**src/rtl/fetch_pkg.sv**
```systemverilog
// Shared types and helpers for the instruction-fetch stage.
package fetch_pkg;

    localparam logic [31:0] NOP_INSTR = 32'h0000_0013;

    typedef struct packed {
        logic [31:0] instr;
        logic [31:0] pc;
        logic [31:0] pc_plus4;
    } if_id_t;

    function automatic logic is_aligned(input logic [31:0] addr);
        return (addr[1:0] == 2'b00);
    endfunction

endpackage

```
**src/rtl/fetch_next_pc.sv**
```systemverilog
// Next-PC selection and fetch address legality check (purely combinational).
module fetch_next_pc
    import fetch_pkg::*;
#(
    parameter int MEM_BYTES = 256
) (
    input  logic [31:0] i_pc,
    input  logic        i_redirect,
    input  logic [31:0] i_redirect_target,
    input  logic        i_advance,
    input  logic        i_fault,
    output logic [31:0] o_next_pc,
    output logic        o_error
);

    localparam logic [31:0] LAST_PC = 32'(MEM_BYTES - 4);

    logic w_error;

    assign w_error = (i_pc > LAST_PC) || !is_aligned(i_pc);
    assign o_error = w_error;

    // A faulting PC is never advanced, so fetch stays parked on the bad address.
    always_comb begin
        o_next_pc = i_pc;
        if (i_redirect) begin
            o_next_pc = i_redirect_target & ~32'h0000_0003;
        end else if (!i_fault && !w_error && i_advance) begin
            o_next_pc = i_pc + 32'd4;
        end
    end

endmodule

```
**src/rtl/fetch_stage.sv**
```systemverilog
// Instruction-fetch stage: PC register, IF/ID pipeline register with
// valid/ready handshake, redirect handling and sticky fetch fault.
module fetch_stage
    import fetch_pkg::*;
#(
    parameter logic [31:0] RESET_PC  = 32'h0000_0000,
    parameter int          MEM_BYTES = 256
) (
    input  logic        clk,
    input  logic        rst_n,
    output logic [31:0] Address,
    input  logic [31:0] Instruction,
    input  logic        Redirect_Valid,
    input  logic [31:0] Redirect_Target,
    input  logic        IF_ID_Ready,
    output logic        IF_ID_Valid,
    output logic [31:0] IF_ID_Instruction,
    output logic [31:0] IF_ID_PC,
    output logic [31:0] IF_ID_PC_Plus4,
    output logic        Fetch_Fault
);

    logic [31:0] r_pc;
    if_id_t      r_if_id;
    logic        r_valid;
    logic        r_fault;

    logic [31:0] w_next_pc;
    logic        w_error;
    logic        w_advance;

    // IF/ID slot is free when empty or being drained by decode this cycle.
    assign w_advance = !r_valid || IF_ID_Ready;

    fetch_next_pc #(
        .MEM_BYTES(MEM_BYTES)
    ) u_next_pc (
        .i_pc             (r_pc),
        .i_redirect       (Redirect_Valid),
        .i_redirect_target(Redirect_Target),
        .i_advance        (w_advance),
        .i_fault          (r_fault),
        .o_next_pc        (w_next_pc),
        .o_error          (w_error)
    );

    always_ff @(posedge clk) begin
        if (!rst_n) begin
            r_pc     <= RESET_PC;
            r_if_id  <= '{instr: NOP_INSTR, pc: 32'd0, pc_plus4: 32'd0};
            r_valid  <= 1'b0;
            r_fault  <= 1'b0;
        end else begin
            r_pc <= w_next_pc;
            if (Redirect_Valid) begin
                r_valid <= 1'b0;
                if (!is_aligned(Redirect_Target)) begin
                    r_fault <= 1'b1;
                end
            end else if (r_fault || w_error) begin
                // Fetch halted: only let decode drain the word already captured.
                r_fault <= 1'b1;
                if (IF_ID_Ready) begin
                    r_valid <= 1'b0;
                end
            end else if (w_advance) begin
                r_if_id <= '{instr: Instruction, pc: r_pc, pc_plus4: r_pc + 32'd4};
                r_valid <= 1'b1;
            end
        end
    end

    assign Address           = r_pc;
    assign IF_ID_Valid       = r_valid;
    assign IF_ID_Instruction = r_if_id.instr;
    assign IF_ID_PC          = r_if_id.pc;
    assign IF_ID_PC_Plus4    = r_if_id.pc_plus4;
    assign Fetch_Fault       = r_fault;

endmodule

```
**config.mk**
```make
export PLATFORM = sky130hd
export DESIGN_NAME = fetch_stage
export DESIGN_NICKNAME = d
export VERILOG_FILES = /design/src/rtl/fetch_pkg.sv /design/src/rtl/fetch_next_pc.sv /design/src/rtl/fetch_stage.sv
export SDC_FILE = /design/constraint.sdc
export NUM_CORES = 1
export LEC_CHECK = 0
export CORE_MARGIN = 3
export CORE_UTILIZATION = 35
export DETAILED_ROUTE_END_ITERATION = 10
export GPL_TIMING_DRIVEN = 0
export PLACE_DENSITY = 0.68
export SLEW_MARGIN = 20
export SYNTH_ARGS = -nofsm -noshare
export SYNTH_HDL_FRONTEND = slang
export SYNTH_SLANG_ARGS = --single-unit
```
**constraint.sdc**
```tcl
create_clock -name clk -period 3.4 [get_ports clk]
set_input_delay 0.51 -clock clk [delete_from_list [all_inputs] [get_ports clk]]
set_output_delay 0.51 -clock clk [all_outputs]
set_load 0.02 [all_outputs]
```
==> reports/results.tsv <==
stage	metric	value	unit
run_status	status	complete, no violations	
job	maxCapViolations	0	
layout	mostFrequentLayoutCells	191 x clkdlybuf4s50_1, 124 x dfxtp_1, 50 x and3_1	
routing	vias	4497	
worst_setup_path	cp-end-kind	register	
worst_setup_path	slowest_stage	clkdlybuf4s50_1	
layout	fill_cells	1137	
yosys	synth_edf_count	0	
die	core_area	0.0129	mm^2
clock_network	cts.sinks	124	
clock_network	clkLatencyLatePin	0.41	ns
clock_network	root_buffer	clkbuf_16	
yosys	synth_area	0.00470	mm^2
sta	tns	0	ns
worst_hold_path	min_path_type	reg2reg	
yosys	yosys.area.top_type	dfxtp_1	
worst_setup_path	cp_num_buf_inv	4	
worst_hold_path	hold_end	IF_ID_PC[3]	
sta	maxSlewHeadroom	0.597	
layout	multi_input_area	0.00190	mm^2
worst_setup_path	r2r_slack	1.36	ns
worst_setup_path	crit_top_cell	buf_2	
worst_hold_path	hp-start	IF_ID_PC[3]	
worst_setup_path	cp.required	3.69	ns
worst_setup_path	cp_top_family	buffers and inverters	
clock_network	cts_resized	0	
die	rows	41	
grt	grt_usage	0.201	
worst_setup_path	cp_cell_sequence	clkdlybuf4s50_1, clkbuf_1, buf_2, buf_2, mux2i_1, nor2_1	
worst_setup_path	crit_path_max_fanout	10	
grt	first_global_vias	4480	
sta	worst_pin_slew	0.604	ns
place	place_congestion	0.826	
routing	final_antenna_net_count	0	
layout	mostFrequentLayoutCell	clkdlybuf4s50_1	
yosys	avgSynthCellArea	9.82	um^2
sta	grt_setup_unrepaired	false	
clock_network	ctsLongestPathBuffers	2	
sta	fmax	470	MHz
clock_network	cts.htree.levels	4	
die	io_pins	198	
clock_network	cts_tree	done	
yosys	synth.distinct_cells	39	
layout	drive_above_1_share	0.0992	
worst_setup_path	timing.rr.start	Address[20]	
sta	clock_skew	0.00745	ns
grt	grt_max_degree	17	
yosys	synth_top_area_share	0.528	
layout	syn_to_final_growth	59.0	%
worst_setup_path	worstSetupPathType	in2reg	
die	start_util	0.365	
die	die_w	122	um
clock_network	post_cts_buffers	0	
worst_hold_path	hold_depth	2	
die	fp.dieH	122	um
power	p_leak	0.00292	uW
layout	antenna_cells	0	
worst_setup_path	start_kind	input port	
place	dp.final_hpwl	11000	um
layout	final_nets	763	
yosys	synth-async-reset-ratio	0	
sta	min_period	2.13	ns
routing	finalWirelength	15000	um
sta	finalHoldViolCount	0	
clock_network	cts.reportedPaths.clkPinSlew	0.06	ns
yosys	synth.area.top_cells	dfxtp_1 53%, and3_1 6.7%, o31ai_1 5.7%	
worst_setup_path	cpPeakStageDelay	0.47	ns
routing	drc_errors	0	
yosys	ys_ff_latch	124	
sta	setup_viol	0	
power	powerDensity	509	mW/mm^2
routing	via_per_inst	5.12	
grt	grt_antenna_before_repair	0	
worst_setup_path	timing.rr.end	IF_ID_PC[6]	
sta	maxSlewViolCount	0	
worst_setup_path	reg2regPathDepth	6	
worst_setup_path	critPathArrivalTime	2.41	ns
grt	overflow	0	
clock_network	cts_hold_buf	0	
routing	drt_iter0_markers	309	
yosys	yosysWarnings	0	
grt	grt_pass1_wl	23400	um
yosys	ys.flop_type	dfxtp_1	
yosys	syn_inst	479	
power	power	3810	uW
die	die_area	0.0149	mm^2
sta	finalCritPeriodShare	0.626	
routing	wl_per_cell	17.1	um
layout	seqCellArea	0.00248	mm^2
routing	drtPass1Iterations	5	
power	vdd_drop_max	272	uV
clock_network	cts_made_buffers	17	
yosys	ys_seq_area_frac	0.528	
place	port_buffers	191	
per-stage QoR:
step / hold WS (ns) / setup slack [ns] / util / cells / cell area (um^2)
final: 0.470 / 1.27 / 0.581 / 878 / 7480
after global routing: 0.490 / 1.12 / 0.581 / 878 / 7480
after CTS: 0.470 / 1.26 / 0.581 / 878 / 7480
after detailed placement: 0.463 / 0.832 / 0.532 / 847 / 6850
after global placement: 0.457 / 0.829 / 0.532 / 847 / 6850
after floorplan: 0.548 / 1.63 / - / 484 / 4720
how the worst max path moves through the flow:
stage	startpoint	cells after the start	end	slack [ns]
after floorplan	Address[2]	5	Address[8]	1.63
after global placement	Redirect_Valid	6	Address[14]	0.83
after detailed placement	Redirect_Valid	6	Address[16]	0.83
after CTS	Redirect_Valid	6	Address[16]	1.26
after global routing	Redirect_Valid	6	Address[17]	1.12
final	Redirect_Valid	6	Address[13]	1.27
synth_stat cells (all sizes together), types with 2 or more instances:
master  count
and3       50
o211a       2
o211ai      4
clkbuf     25
xor2        3
inv         3
mux2i      24
nand2b      2
nand3      12
a211oi      5
o31ai      36
dfxtp     124
nor2       26
xnor2       2
a21oi      38
o21ai       5
buf        38
nand4      40
nand4b      2
nor4        9
a31oi      12
nor3        3
nand2       3
or4         2
metal layers:
layer,part of all wire,GRT usage,vias to the layer above
li1,-,-,2192
met1,0.43,0.255,2080
met2,0.47,0.320,198
met3,0.076,0.0580,27
met4,0.021,0.0840,0
met5,0,0,-
report_power, final:
| part | internal, uW | switching, uW |
|---|---|---|
| Sequential | 1480 | 24.2 |
| Clock | 1250 | 674 |
| Combinational | 173 | 208 |
cell type report:
cell class | count | area share
Buffer | 63 | 0.0435
Tap cell | 172 | 0.0288
Multi-Input combinational cell | 294 | 0.254
Clock inverter | 13 | 0.0256
Sequential cell | 124 | 0.332
Clock buffer | 18 | 0.0587
Timing Repair Buffer | 191 | 0.256
Inverter | 3 | 0.00151
sequential cells by signal (all words and copies together), names as in the netlist:
name,cells
IF_ID_PC,30
IF_ID_Valid,1
IF_ID_Instruction,32
Fetch_Fault,1
IF_ID_PC_Plus4,30
Address,30
worst register-to-register path: stages (launching register included):
cell	delay, ns
dfxtp_1	0.32
nor4_1	0.41
nand4_1	0.20
buf_2	0.26
buf_1	0.27
o31ai_1	0.34
a21oi_1	0.11
kinds of logic (layout without fill, tap and decap cells):
logic type	Yosys count	after routing	synth area share
AND/OR/NAND/NOR	154	154	0.196
flip-flops	124	124	0.528
AO/OA/AOI/OAI	104	104	0.141
buffers and inverters	66	288	0.0716
multiplexers	24	24	0.0511
XOR/XNOR	5	5	0.00932
adder cells (fa/ha/maj)	1	1	0.00266
other	1	6	0.000798
(Power assumes the default switching activity.)
